[config.mk]
export PLATFORM = sky130hd
export DESIGN_NAME = regfile_mp
export DESIGN_NICKNAME = d
export VERILOG_FILES = /design/src/rtl/regfile_mp.sv
export SDC_FILE = /design/constraint.sdc
export NUM_CORES = 2
export LEC_CHECK = 0
export CORE_ASPECT_RATIO = 2
export CORE_MARGIN = 2
export CORE_UTILIZATION = 24
export CTS_CLUSTER_DIAMETER = 100
export DETAILED_ROUTE_END_ITERATION = 10
export DONT_BUFFER_PORTS = 1
export HOLD_SLACK_MARGIN = 0.1
export PLACE_DENSITY_LB_ADDON = 0.3
export SLEW_MARGIN = 40
export SYNTH_ARGS = -nofsm -noshare
export SYNTH_HDL_FRONTEND = slang
export SYNTH_SLANG_ARGS = --single-unit
[constraint.sdc]
create_clock -name i_clk -period 5 [get_ports i_clk]
set_input_delay 0.75 -clock i_clk [delete_from_list [all_inputs] [get_ports i_clk]]
set_output_delay 0.75 -clock i_clk [all_outputs]
set_load 0.02 [all_outputs]
[src/rtl/regfile_mp.sv]
// rtl/regfile_mp.sv - multi-port integer register file with two write ports and a busy scoreboard
// x0 reads as zero; write port 1 wins collisions; busy count kept incrementally.
module regfile_mp #(
  parameter int WIDTH  = 32,
  parameter int NREGS  = 32,
  parameter int NRD    = 2,
  parameter int BYPASS = 1,
  localparam int AW    = $clog2(NREGS)
) (
  input  logic                 i_clk,
  input  logic                 i_rst_n,
  input  logic [NRD*AW-1:0]    i_Rnum,
  output logic [NRD*WIDTH-1:0] o_Rd,
  output logic [NRD-1:0]       o_Rbusy,
  input  logic                 i_Wen0,
  input  logic [AW-1:0]        i_Wnum0,
  input  logic [WIDTH-1:0]     i_Wd0,
  input  logic                 i_Wen1,
  input  logic [AW-1:0]        i_Wnum1,
  input  logic [WIDTH-1:0]     i_Wd1,
  input  logic                 i_Resv,
  input  logic [AW-1:0]        i_Resvnum,
  output logic                 o_Resv_ok,
  output logic [AW:0]          o_Busy_cnt
);

  logic [WIDTH-1:0] regs [NREGS];
  logic [NREGS-1:0] busy;
  logic [AW:0]      busy_cnt;

  logic wr0, wr1, resv_written, resv_inc, clr0, clr1;
  logic [AW:0] cnt_next;

  assign wr0 = i_Wen0 & (i_Wnum0 != '0);
  assign wr1 = i_Wen1 & (i_Wnum1 != '0);

  // A busy register may be re-reserved only while it is being written back (WAW).
  assign resv_written = (wr0 & (i_Wnum0 == i_Resvnum)) | (wr1 & (i_Wnum1 == i_Resvnum));
  assign o_Resv_ok    = i_Resv & (i_Resvnum != '0) & ~(busy[i_Resvnum] & ~resv_written);

  // Reservation has priority over a clear, so a reserved-and-written register nets to zero change.
  assign resv_inc = o_Resv_ok & ~busy[i_Resvnum];
  assign clr0     = wr0 & busy[i_Wnum0] & ~(o_Resv_ok & (i_Resvnum == i_Wnum0));
  assign clr1     = wr1 & busy[i_Wnum1] & ~(o_Resv_ok & (i_Resvnum == i_Wnum1))
                    & ~(wr0 & (i_Wnum0 == i_Wnum1));
  assign cnt_next = busy_cnt + (AW+1)'(resv_inc) - (AW+1)'(clr0) - (AW+1)'(clr1);

  always_ff @(posedge i_clk or negedge i_rst_n) begin
    if (!i_rst_n) begin
      for (int r = 0; r < NREGS; r++) regs[r] <= '0;
      busy     <= '0;
      busy_cnt <= '0;
    end else begin
      if (wr0) regs[i_Wnum0] <= i_Wd0;
      if (wr1) regs[i_Wnum1] <= i_Wd1;
      for (int r = 1; r < NREGS; r++) begin
        if (o_Resv_ok && i_Resvnum == AW'(r))
          busy[r] <= 1'b1;
        else if ((wr0 && i_Wnum0 == AW'(r)) || (wr1 && i_Wnum1 == AW'(r)))
          busy[r] <= 1'b0;
      end
      busy_cnt <= cnt_next;
    end
  end

  assign o_Busy_cnt = busy_cnt;

  for (genvar k = 0; k < NRD; k++) begin : g_rd
    logic [AW-1:0]    addr;
    logic [WIDTH-1:0] rd;
    logic             rb;
    assign addr = i_Rnum[k*AW +: AW];
    always_comb begin
      rd = regs[addr];
      rb = busy[addr];
      if (addr == '0) begin
        rd = '0;
        rb = 1'b0;
      end else if (BYPASS != 0 && i_rst_n && wr1 && i_Wnum1 == addr) begin
        rd = i_Wd1;
        rb = 1'b0;
      end else if (BYPASS != 0 && i_rst_n && wr0 && i_Wnum0 == addr) begin
        rd = i_Wd0;
        rb = 1'b0;
      end
    end
    assign o_Rd[k*WIDTH +: WIDTH] = rd;
    assign o_Rbusy[k]             = rb;
  end

endmodule

==> flow_summary.toml <==
[route]
viasPerCell = 5.68
dr.first_iter.drc_count = 6574
wl_mm = 348
drc = 0
vias = 58200
wire_per_inst_um = 33.9
ant_nets = 0
first_pass_iters = 6

[critical_path]
cp_slowest_cell = "mux4_2"
cpPeakStageDelay_ns = 0.57
cp_num_buf_inv = 5
cpMostUsedCell = "buf_16"
ff2ff_path_depth = 16
cp.arrival_ns = 4.19
worstReg2RegEnd = "o_Busy_cnt[5]"
critPathKind = "in2out"
r2r_slack_ns = 1.05
critical_path.top_delay_family = "buffers and inverters"
crit_chain = "buf_16 -> buf_16 -> buf_16 -> mux4_2 -> mux2_2 -> o22ai_1 -> nor4_1 -> a211oi_2 -> nor3_1 -> buf_4 -> buf_4"
required_ns = 4.25
start_kind = "primary input"
crit_fanout = 74
worstReg2RegStart = "busy[8]"
critPathCaptureType = "output port"

[clock_network]
cts.clk_slew.worst_paths_ns = 0.07
cts_root_buffer = "clkbuf_16"
clock-sinks = 1061
cts_buffers = 99
clock_insertion_delay_worst_skew_ns = 0.79
cts_tree = "built"
htreeDepth = 3
clockBufferDepth = 3

[sta]
tns_ns = 0
hold_violations = 0
max_slew_margin_pct = 36.8
clock_skew_ns = 0.0190
rsz0062_at_grt = "false"
finalMaxSlewViolations = 0
fin_crit_ns = 4.94
min_period_over_period_pct = 98.8
setup_viol = 0
holdWs_ns = 0.0878
max_freq_mhz = 202
tightest_slew_ns = 0.940

[floorplanning]
io_pins = 167
die_w_um = 383
rows = 278
initial_core_util_pct = 24.1
die_h_um = 761
dieArea_sq_mm = 0.291
core_sq_mm = 0.286

[grt]
antenna_found_initial = 8
met3_usage_pct = 6.45
grt_pass1_vias = 57500
grt_use_total_pct = 23.0
busiest_layer = "met2"
grt-ovfl-total = 0
grt_use_met2_pct = 37.2
use_met1_pct = 25.1
grt_max_degree = 319
grt_pass1_wl_mm = 475

[yosys]
seq_area_frac_synth_pct = 38.6
synthDominantCellAreaShare_pct = 38.6
synth.area.top_cells = "dfrtp_1, mux2i_1, mux4_2, a21oi_1, nor2_1"
async_flop_share_pct = 100
avgSynthCellArea_sq_um = 10.1
synthesis.nets = 6940
yosys.area.top_type = "dfrtp_1"
syn_inst = 6838
yosys_register_bits = 1061
synth-main-ff-cell = "dfrtp_1"
yosys.cell_types.count = 64
synth_edf_count = 0
netlist_area_sq_mm = 0.0688
yosys_warnings = 1

[pwr]
leakagePower_nw = 31.6
peakVddDrop_mv = 0.296
p_per_area_mw_per_mm2 = 374
total_power_mw = 29.0

[final_layout]
layout_commonest_cell = "mux2i_1"
final_cell_mix = "mux2i_1, dfrtp_1, nor2_1"
syn2layout_area_growth_pct = 12.9
multi_input_area_sq_mm = 0.0391
drive_gt1_share_pct = 17.5
nets = 6490
num-fill-cells = 29900
register_area_sq_mm = 0.0266

[status]
status = "finished clean"

[job]
drv_cap = 0

[place]
portBuffers = 0
hpwl_mm = 208
gp_congestion = 0.890

[worst_hold_path]
min_path_cells = 2
min_to = "regs[991]"
worst_hold_startpoint = "i_Wd1[31]"
worstHoldPathType = "in2reg"
-- how the worst max path moves through the flow --
| stage | startpoint | depth (start not counted) | slack (ns) | end |
|---|---|---|---|---|
| 6_report | i_Rnum[6] | 11 | 0.06 | o_Rd[40] |
| 5_1_grt | i_Rnum[6] | 10 | 0.03 | o_Rd[51] |
| 4_1_cts | i_rst_n | 11 | 0.04 | o_Rd[8] |
| 3_5_place_dp | i_Rnum[5] | 8 | 0.39 | o_Rd[40] |
| 3_3_place_gp | i_rst_n | 10 | 0.44 | o_Rd[8] |
| 2_1_floorplan | i_Resvnum[3] | 16 | 0.89 | o_Busy_cnt[5] |
-- cell families (layout without fill, tap and decap cells) --
family	count (synthesis)	count (layout)	share of synthesized area [%]
multiplexers	1716	1716	32.4
AND/OR/NAND/NOR	1558	1558	9.68
AO/OA/AOI/OAI	1567	1567	13.0
flip-flops	1061	1061	38.6
XOR/XNOR	39	39	0.497
adder cells (fa/ha/maj)	8	8	0.167
other	0	5	0
buffers and inverters	889	520	5.61
-- state kept, by name, indices dropped and copies added, names as in the netlist --
name	cells
regs	1024
busy	31
o_Busy_cnt	6
-- what timing repair did --
| action | 4_1_cts | 5_1_grt |
|---|---|---|
| hold buffers | 19 | 0 |
| resized for setup | 0 | 6 |
| buffers inserted | 0 | 0 |
| setup endpoints to repair | 0 | 23 |
| hold endpoints to repair | 112 | 0 |
-- metal layers --
layer	wire, um	vias up
li1	-	24000
met1	121000	29500
met2	162000	3466
met3	31700	1279
met4	33600	4
met5	27	-
-- synthesized netlist by cell type, types with 9 or more instances --
cell and number:
a211oi_1 96, a21oi_1 680, a221oi_1 17, a22oi_1 97, a31oi_1 51, a32o_1 10, and2_1 23, buf_1 114
buf_2 182, buf_4 59, buf_6 10, clkbuf_1 501, dfrtp_1 1061, inv_1 22, mux2_2 147, mux2i_1 1174
mux4_2 395, nand2_1 500, nand2b_1 17, nand3_1 47, nand4_1 9, nor2_1 714, nor2_2 9, nor2b_1 78
nor3_1 55, nor4_1 62, o21ai_0 415, o221ai_1 16, o22ai_1 130, o2bb2ai_1 17, o31ai_1 17, or2_2 9
xnor2_1 26, xor2_1 13
-- report_power, final --
group          switching [mW]  total (mW)  internal [mW]
registers                2.06        12.9           10.8
logic                    3.52        7.66           4.14
clock network            3.99        8.48           4.49
-- metrics by stage --
| step | util (%) | setup WS [ns] | cell area (sq um) | cells |
|---|---|---|---|---|
| after detailed placement | 25.7 | 0.388 | 73500 | 10000 |
| after global routing | 27.2 | 0.0309 | 77600 | 10300 |
| after CTS | 27.0 | 0.0414 | 77100 | 10200 |
| after floorplan | - | 0.892 | 68800 | 6838 |
| after global placement | 25.5 | 0.435 | 72800 | 10000 |
| final | 27.2 | 0.0605 | 77600 | 10300 |
-- cell type report --
type	instances	area share [%]
Inverter	22	0.106
Multi-Input combinational cell	4888	50.3
Sequential cell	1061	34.2
Clock buffer	137	3.66
Tap cell	3780	6.09
Clock inverter	45	0.749
Antenna cell	5	0.0161
Timing Repair Buffer	316	4.84
(Power assumes the default switching activity.)
